### src/rtl/cla_32_bit_subtractor_pipe_pkg.sv
// Shared constants for the pipelined borrow-lookahead subtractor.
// Benches use STAGES as the input-to-output latency in clock edges.
package cla_32_bit_subtractor_pipe_pkg;
    localparam int unsigned WIDTH  = 32;
    localparam int unsigned BLK    = 4;
    localparam int unsigned NBLK   = WIDTH / BLK;
    localparam int unsigned STAGES = 3;
endpackage

### src/rtl/bla_4_bit_subtractor.sv
// One borrow-lookahead block: per-bit difference plus block propagate/generate of borrow.
// P/G are kept in a separate process from the difference so they never depend on bin_i.
module bla_4_bit_subtractor
    import cla_32_bit_subtractor_pipe_pkg::*;
#(
    parameter int unsigned Blk = BLK
) (
    input  logic [Blk-1:0] a_i,
    input  logic [Blk-1:0] b_i,
    input  logic           bin_i,
    output logic [Blk-1:0] d_o,
    output logic           p_o,
    output logic           g_o
);

    logic [Blk-1:0] p;
    logic [Blk-1:0] g;
    logic           g_acc;
    logic           br;

    assign p = ~(a_i ^ b_i);
    assign g = ~a_i & b_i;

    always_comb begin
        g_acc = 1'b0;
        for (int i = 0; i < Blk; i++) begin
            g_acc = g[i] | (p[i] & g_acc);
        end
        p_o = &p;
        g_o = g_acc;
    end

    always_comb begin
        br  = bin_i;
        d_o = '0;
        for (int i = 0; i < Blk; i++) begin
            d_o[i] = a_i[i] ^ b_i[i] ^ br;
            br     = g[i] | (p[i] & br);
        end
    end

endmodule

### src/rtl/cla_32_bit_subtractor_pipe.sv
// Three-stage elastic subtractor D = A - B - Bin: input register, low half, high half + flags.
// Each half chains its blocks with lookahead; the mid borrow is registered between halves.
module cla_32_bit_subtractor_pipe
    import cla_32_bit_subtractor_pipe_pkg::*;
#(
    parameter int unsigned WIDTH = cla_32_bit_subtractor_pipe_pkg::WIDTH,
    parameter int unsigned BLK   = cla_32_bit_subtractor_pipe_pkg::BLK
) (
    input  logic             clk,
    input  logic             rst,
    input  logic [WIDTH-1:0] A,
    input  logic [WIDTH-1:0] B,
    input  logic             Bin,
    input  logic             in_valid,
    output logic             in_ready,
    output logic [WIDTH-1:0] D_reg,
    output logic             Bout_reg,
    output logic             V_reg,
    output logic             Z_reg,
    output logic             out_valid,
    input  logic             out_ready
);

    localparam int unsigned HALF  = WIDTH / 2;
    localparam int unsigned NHALF = (WIDTH / BLK) / 2;

    // Stage registers
    logic             s1_valid_q;
    logic [WIDTH-1:0] a_q;
    logic [WIDTH-1:0] b_q;
    logic             bin_q;
    logic             s2_valid_q;
    logic [HALF-1:0]  d_lo_q;
    logic [HALF-1:0]  a_hi_q;
    logic [HALF-1:0]  b_hi_q;
    logic             b_mid_q;

    logic adv1, adv2, adv3;

    assign adv3     = !out_valid || out_ready;
    assign adv2     = !s2_valid_q || adv3;
    assign adv1     = !s1_valid_q || adv2;
    assign in_ready = adv1;

    // Low half
    logic [NHALF-1:0] lo_p, lo_g, lo_bin;
    logic [HALF-1:0]  lo_d;
    logic             lo_bout;

    for (genvar k = 0; k < NHALF; k++) begin : g_lo
        bla_4_bit_subtractor #(
            .Blk (BLK)
        ) u_blk (
            .a_i   (a_q[k*BLK +: BLK]),
            .b_i   (b_q[k*BLK +: BLK]),
            .bin_i (lo_bin[k]),
            .d_o   (lo_d[k*BLK +: BLK]),
            .p_o   (lo_p[k]),
            .g_o   (lo_g[k])
        );
    end

    always_comb begin
        lo_bout = bin_q;
        lo_bin  = '0;
        for (int k = 0; k < NHALF; k++) begin
            lo_bin[k] = lo_bout;
            lo_bout   = lo_g[k] | (lo_p[k] & lo_bout);
        end
    end

    // High half
    logic [NHALF-1:0] hi_p, hi_g, hi_bin;
    logic [HALF-1:0]  hi_d;
    logic             hi_bout;

    for (genvar k = 0; k < NHALF; k++) begin : g_hi
        bla_4_bit_subtractor #(
            .Blk (BLK)
        ) u_blk (
            .a_i   (a_hi_q[k*BLK +: BLK]),
            .b_i   (b_hi_q[k*BLK +: BLK]),
            .bin_i (hi_bin[k]),
            .d_o   (hi_d[k*BLK +: BLK]),
            .p_o   (hi_p[k]),
            .g_o   (hi_g[k])
        );
    end

    always_comb begin
        hi_bout = b_mid_q;
        hi_bin  = '0;
        for (int k = 0; k < NHALF; k++) begin
            hi_bin[k] = hi_bout;
            hi_bout   = hi_g[k] | (hi_p[k] & hi_bout);
        end
    end

    logic [WIDTH-1:0] d_full;
    logic             v_d;

    assign d_full = {hi_d, d_lo_q};
    assign v_d    = (a_hi_q[HALF-1] != b_hi_q[HALF-1]) & (hi_d[HALF-1] != a_hi_q[HALF-1]);

    always_ff @(posedge clk or posedge rst) begin
        if (rst) begin
            s1_valid_q <= 1'b0;
            a_q        <= '0;
            b_q        <= '0;
            bin_q      <= 1'b0;
            s2_valid_q <= 1'b0;
            d_lo_q     <= '0;
            a_hi_q     <= '0;
            b_hi_q     <= '0;
            b_mid_q    <= 1'b0;
            out_valid  <= 1'b0;
            D_reg      <= '0;
            Bout_reg   <= 1'b0;
            V_reg      <= 1'b0;
            Z_reg      <= 1'b0;
        end else begin
            if (adv1) s1_valid_q <= in_valid;
            if (in_valid && adv1) begin
                a_q   <= A;
                b_q   <= B;
                bin_q <= Bin;
            end
            if (adv2) s2_valid_q <= s1_valid_q;
            if (s1_valid_q && adv2) begin
                d_lo_q  <= lo_d;
                a_hi_q  <= a_q[WIDTH-1:HALF];
                b_hi_q  <= b_q[WIDTH-1:HALF];
                b_mid_q <= lo_bout;
            end
            if (adv3) out_valid <= s2_valid_q;
            if (s2_valid_q && adv3) begin
                D_reg    <= d_full;
                Bout_reg <= hi_bout;
                V_reg    <= v_d;
                Z_reg    <= ~|d_full;
            end
        end
    end

endmodule

### config.mk
export PLATFORM = sky130hd
export DESIGN_NAME = cla_32_bit_subtractor_pipe
export DESIGN_NICKNAME = d
export VERILOG_FILES = /design/src/rtl/cla_32_bit_subtractor_pipe_pkg.sv /design/src/rtl/bla_4_bit_subtractor.sv /design/src/rtl/cla_32_bit_subtractor_pipe.sv
export SDC_FILE = /design/constraint.sdc
export NUM_CORES = 1
export LEC_CHECK = 0
export BUFFER_PORTS_ARGS = -buffer_cell sky130_fd_sc_hd__buf_2
export CAP_MARGIN = 20
export CORE_AREA = 2 2 98 137
export DETAILED_ROUTE_END_ITERATION = 7
export DIE_AREA = 0 0 100 139
export PLACE_DENSITY = 0.81
export SYNTH_ARGS = -nofsm -noshare
export SYNTH_HDL_FRONTEND = slang
export SYNTH_SLANG_ARGS = --single-unit
### constraint.sdc
create_clock -name clk -period 4.7 [get_ports clk]
set_input_delay 0.235 -clock clk [delete_from_list [all_inputs] [get_ports clk]]
set_output_delay 0.235 -clock clk [all_outputs]
set_load 0.01 [all_outputs]
**Yosys cells after proc, flatten, opt, wreduce, memory -nomap -nowiden**

Index checks and enable logic that the tools add are counted.

- Bits in registers: 152
- Input port bits: 69
- Output and inout bits: 37

- Equal/unequal tests: 2
- Bitwise gates (word level): 209
- Reduce and logical (&&, ||, !) cells: 19

Operator list:

| kind | count |
|---|---|
| 4-bit inverter | 16 |
| 1-bit XOR | 64 |
| 1-bit AND | 57 |
| 1-bit bitwise OR | 56 |
| 4-bit AND | 8 |
| 4-bit AND reduction | 8 |
| 32-bit OR reduction | 1 |
| 4-bit XOR | 8 |
| 1-bit zero test | 4 |
| 1-bit logical AND | 3 |
| 1-bit logical OR | 3 |
| 1-bit inequality test | 2 |

**Logic depth before layout (Yosys ltp)**

- Depth after elaboration: 22
- Mapped depth: 12
- Depth with buffers taken out: 12

**By module**

From an unflattened synthesis, not the netlist that was laid out.

- Cell total of the unflattened synthesis: 533
- Area, all modules: 7558.5 um2

By module, submodules not included:

| module | instances | cells each | area each (um2) | sequential area each (um2) |
|---|---|---|---|---|
| cla_32_bit_subtractor_pipe | 1 | 354 | 6120.9 | 3803.6 |
| bla_4_bit_subtractor at g_hi[3].u_blk ... | 5 | 22 | 180.2 | 0.0 |
| bla_4_bit_subtractor at g_hi[0].u_blk ... | 3 | 23 | 178.9 | 0.0 |

**Least setup slack after synthesis**

No wires, ideal clock.

- Kind: flip-flop to flip-flop
- From: register a_hi_q[3]
- To: register Z_reg
- Setup time: 103 ps
- Arrival: 3684 ps
- Data required time: 4597 ps
- Slack: 913 ps
- Stages on the path, launching flop included: 13
- Path buffers: 0
- Period minus slack after synthesis: 3787 ps
- Cells stage by stage: dfrtp_1 > inv_1 > ha_1 > and3_1 > a311o_1 > o21ai_1 > o21ai_0 > fa_1 > fa_1 > fa_1 > nand4_4 > or4_1 > o41ai_2

- Word-level cells in the longest chain between the ends: 18
- Elaborated cells on any way between the ends: 47
- Those cells by class: bitwise (44); reduce/logical (3)

RTL lines:

| item | line | text |
|---|---|---|
| start: declaration | cla_32_bit_subtractor_pipe.sv:34 | `logic [HALF-1:0] a_hi_q;` |
| start signal: assignment | cla_32_bit_subtractor_pipe.sv:131 | `a_hi_q <= a_q[WIDTH-1:HALF];` |
| 4-bit XOR | bla_4_bit_subtractor.sv:21 | `assign p = ~(a_i ^ b_i);` |
| 4-bit inverter | bla_4_bit_subtractor.sv:21 |  |
| 4-bit AND reduction or 1-bit AND (tied branches) | bla_4_bit_subtractor.sv:29, bla_4_bit_subtractor.sv:27 |  |
| 1-bit AND or 1-bit bitwise OR (tied branches) | cla_32_bit_subtractor_pipe.sv:95, bla_4_bit_subtractor.sv:27 |  |
| 1-bit bitwise OR | cla_32_bit_subtractor_pipe.sv:95 | `hi_bout = hi_g[k] \| (hi_p[k] & hi_bout);` |
| 1-bit AND | cla_32_bit_subtractor_pipe.sv:95 |  |
| 1-bit bitwise OR | cla_32_bit_subtractor_pipe.sv:95 |  |
| 1-bit AND | cla_32_bit_subtractor_pipe.sv:95 |  |
| [... 2 more ...] | - |  |
| 1-bit bitwise OR | bla_4_bit_subtractor.sv:38 | `br = g[i] \| (p[i] & br);` |
| 1-bit AND | bla_4_bit_subtractor.sv:38 |  |
| 1-bit bitwise OR | bla_4_bit_subtractor.sv:38 |  |
| 1-bit AND | bla_4_bit_subtractor.sv:38 |  |
| 1-bit bitwise OR | bla_4_bit_subtractor.sv:38 |  |
| 1-bit XOR | bla_4_bit_subtractor.sv:37 | `d_o[i] = a_i[i] ^ b_i[i] ^ br;` |
| 32-bit OR reduction * | cla_32_bit_subtractor_pipe.sv:140 | `Z_reg <= ~\|d_full;` |
| 1-bit zero test * | cla_32_bit_subtractor_pipe.sv:140 |  |
| end signal: assignment | cla_32_bit_subtractor_pipe.sv:140 |  |
| end: declaration | cla_32_bit_subtractor_pipe.sv:19 | `output logic Z_reg,` |

Mark *: on every way between the ends. The rest lies on a longest branch, timed or not.
A chain may end at the register's enable or synchronous reset.

**Worst setup path in the final report**

- From: register a_hi_q[2]
- To: register Z_reg

- Word-level cells in the longest chain between the ends: 20
- Elaborated cells on any way between the ends: 52
- Those cells by class: bitwise (49); reduce/logical (3)

RTL lines:

| item | line | text |
|---|---|---|
| 4-bit XOR | bla_4_bit_subtractor.sv:21 |  |
| 4-bit inverter | bla_4_bit_subtractor.sv:21 |  |
| 1-bit AND | bla_4_bit_subtractor.sv:27 | `g_acc = g[i] \| (p[i] & g_acc);` |
| 1-bit bitwise OR | bla_4_bit_subtractor.sv:27 |  |
| 1-bit AND | bla_4_bit_subtractor.sv:27 |  |
| 1-bit bitwise OR | bla_4_bit_subtractor.sv:27 |  |
| 1-bit bitwise OR | cla_32_bit_subtractor_pipe.sv:95 |  |
| 1-bit AND | cla_32_bit_subtractor_pipe.sv:95 |  |
| [... 4 more ...] | - |  |
| 1-bit bitwise OR | bla_4_bit_subtractor.sv:38 |  |
| 1-bit AND | bla_4_bit_subtractor.sv:38 |  |
| 1-bit bitwise OR | bla_4_bit_subtractor.sv:38 |  |
| 1-bit AND | bla_4_bit_subtractor.sv:38 |  |
| 1-bit bitwise OR | bla_4_bit_subtractor.sv:38 |  |
| 1-bit XOR | bla_4_bit_subtractor.sv:37 |  |
| 32-bit OR reduction * | cla_32_bit_subtractor_pipe.sv:140 |  |
| 1-bit zero test * | cla_32_bit_subtractor_pipe.sv:140 |  |

Marks and branches as above.

==> qor.csv <==
stage,metric,value,unit
run_status,run status,completed,
critical_path,Crit Path Class,flop to flop,
synthesis,Yosys cell types,43,
synthesis,XOR/XNOR Fraction of Synth Area,1.11,%
synthesis,Main synth FF type,dfrtp_1,
cells_and_area,"Net count, final",768,
synthesis,mux share of post-synthesis cell area,18.5,%
cells_and_area,# diodes,0,
critical_path,element type at the critical path end,flop,
global_routing,first-pass GRT wire length,24.1,mm
timing,Fin Hold WS,16.0,ps
placement,Placed Cells,776,
critical_path,Worst Setup SP,a_hi_q[2],
floorplan,row count,49,
placement,DP Area,7750,um2
cells_and_area,fill cell count,959,
synthesis,adder-cell share of the synthesized area,12.4,%
run,max_cap viols,0,
floorplan,Die Height,139,um
global_routing,GR Util met3,4.74,%
clock_tree,worst skew pair latency,420,ps
clock_tree,hold buffers post-CTS,0,
cells_and_area,final instance area,8350,um2
global_routing,grt met2 use,39.5,%
floorplan,Starting Density,55.5,%
hold_path,class of the worst hold path,input port to asynchronous set/reset pin,
routing,via/cell ratio,5.57,
clock_tree,H-tree lvl count,4,
timing,Fin Clk Skew,7.88,ps
timing,"Slew Viols, Final",0,
routing,drt drc,0,
global_routing,largest net degree at the start of global routing,101,
routing,Final ANT Viol Nets,0,
floorplan,Die Width,100,um
floorplan,Die Area,13900,um2
clock_tree,CTS Buf Count,17,
critical_path,worst path arrival time,4500,ps
clock_tree,postcts setup bufs,0,
placement,dpl hpwl,10.6,mm
floorplan,Top Ports,106,
critical_path,worst reg2reg path endpoint,Z_reg,
critical_path,CP required,5020,ps
critical_path,Worst R2R Start,a_hi_q[2],
timing,setup violators final,0,
critical_path,length in cells of the worst reg-to-reg path,12,
timing,Worst-Margin Slew,866,ps
timing,RSZ-0062 raised after global routing,no,
synthesis,number of synthesized flops with an enable pin,0,
floorplan,core area,12800,um2
synthesis,Post-Synthesis Cells,532,
clock_tree,worst-case clock buffer depth,2,
synthesis,simple-gate portion of the synthesized area,5.11,%
routing,via count,4497,
clock_tree,post-cts sizing count,0,
global_routing,vias in the first global route,5026,
global_routing,initial antenna violation count,1,
global_routing,total global-route track usage,22.4,%
timing,FMAX,239,MHz
cells_and_area,most frequent cells in the layout,"152 x dfrtp_1, 105 x buf_2, 60 x mux2_1",
synthesis,Yosys Warn Count,0,
critical_path,Worst setup SP type,flop,
synthesis,compound-cell area share of the yosys netlist,5.82,%
clock_tree,"Reg clk slew, reported paths",60,ps
routing,Starting DRT DRC Count,177,
power,Power Density,570,nW/um2
timing,Hold Fails Final Rpt,0,
routing,DR pass1 iterations,4,
critical_path,Crit Path Max Fanout,3,
power,Worst IR Drop VDD,0.000263,V
synthesis,Mapped Area,7080,um2
clock_tree,root buf cell,clkbuf_16,
power,leakage dissipation,3.93,nW
clock_tree,TritonCTS Sinks,152,
global_routing,met1 Usage GRT,25.8,%
global_routing,grt peak-use layer,met2,
synthesis,"Seq/Total Area, Yosys",53.7,%
global_routing,total gr overflow,0,
routing,Wirelength per Cell,18.0,um
clock_tree,CTS tree,built,
cells_and_area,"non-filler cells, final",808,
routing,routed wire length,14.6,mm
synthesis,largest family of logic cells by synthesized area,multiplexers,
placement,RePlAce Congestion,0.945,
critical_path,register-to-register path setup slack,520,ps
cells_and_area,area delta synth->final,17.9,%
timing,"Period Utilization, post-route",89.0,%
placement,PortBufs,105,
cells_and_area,layout cells sized above 1,30.8,%
synthesis,syn avg cell area,13.3,um2
timing,crit path time final,4180,ps
cells_and_area,"commonest non-fill, non-tap cell in the layout",dfrtp_1,
synthesis,"FFs w/ async S/R, synth",100,%
synthesis,syn_nets,657,
timing,setup TNS,0,ps
timing,Max-slew headroom,42.2,%
synthesis,synthesis-stage register bit count,152,
[through the flow]
step	util (%)	total power, W	setup slack (ps)
5_1_grt	65.5	0.00506	309
4_1_cts	65.2	0.00478	504
2_1_floorplan	-	0.00290	372
6_report	65.5	0.00476	516
3_3_place_gp	60.8	0.00336	684
3_5_place_dp	60.8	0.00346	578
[logic make-up (layout without fill, tap and decap cells)]
family                     after synthesis  count (layout)
DFF                                    152             152
muxes                                  116             116
and+or+nand+nor                         71              71
AOI/OAI and AO/OA                       69              69
buffers and inverters                   59             182
adders and majority gates               56              56
xor gates and xnor gates                 9               9
[area by class of cell]
class | count | area [um2] | area share, %
clock inverter | 11 | 98.8 | 1.18
inverter | 41 | 159 | 1.90
multi-input combinational | 321 | 3040 | 36.5
clock buffer | 20 | 467 | 5.59
tap | 153 | 191 | 2.29
timing repair buffer | 110 | 583 | 6.99
sequential | 152 | 3800 | 45.6
[how the worst max path moves through the flow]
stage	to	slack, ps	cells past startpoint
after detailed placement	Z_reg	580	12
after CTS	Z_reg	500	12
final	Z_reg	520	12
after global placement	Z_reg	680	12
after floorplan	Bout_reg	370	1
after global routing	Z_reg	310	12
[cell usage after synthesis, types with 2 or more instances]
library cell | number | area share, %
nand2b_1 | 4 | 0.35
nand3_1 | 3 | 0.21
a21oi_1 | 8 | 0.57
fa_1 | 24 | 6.8
ha_1 | 32 | 5.7
nand2_1 | 40 | 2.1
mux2_2 | 56 | 8.9
a21o_1 | 3 | 0.32
dfrtp_1 | 152 | 54
o21ai_0 | 40 | 2.8
a211oi_1 | 4 | 0.42
buf_2 | 10 | 0.71
nor4_1 | 2 | 0.18
a41oi_1 | 2 | 0.25
clkbuf_1 | 8 | 0.42
nor4b_1 | 2 | 0.25
and2_1 | 2 | 0.18
nor2_1 | 5 | 0.27
o221ai_1 | 2 | 0.25
nand4_1 | 4 | 0.35
xor2_1 | 8 | 0.99
inv_1 | 41 | 2.2
mux2_1 | 60 | 9.5
[power breakdown]
part           internal [W]  switching, W
combinational      0.000694      0.000802
clock              0.000765      0.000529
sequential          0.00169      0.000281
[worst max-delay path: stages (launching register included)]
cell,delay (ps)
dfrtp_1,380
inv_1,110
ha_1,250
and3_1,180
a311o_1,350
o21ai_1,280
o21ai_0,210
fa_1,420
fa_1,410
fa_1,570
nand4_4,100
or4_1,530
o41ai_2,310
[per-layer routing]
| layer | part of all wire [%] | wire (um) |
|---|---|---|
| met1 | 38 | 5490 |
| met4 | 3.1 | 456 |
| met5 | 0.076 | 11 |
| met3 | 4.3 | 633 |
| met2 | 55 | 7980 |
Note: power is estimated with default switching activity, not from simulation.
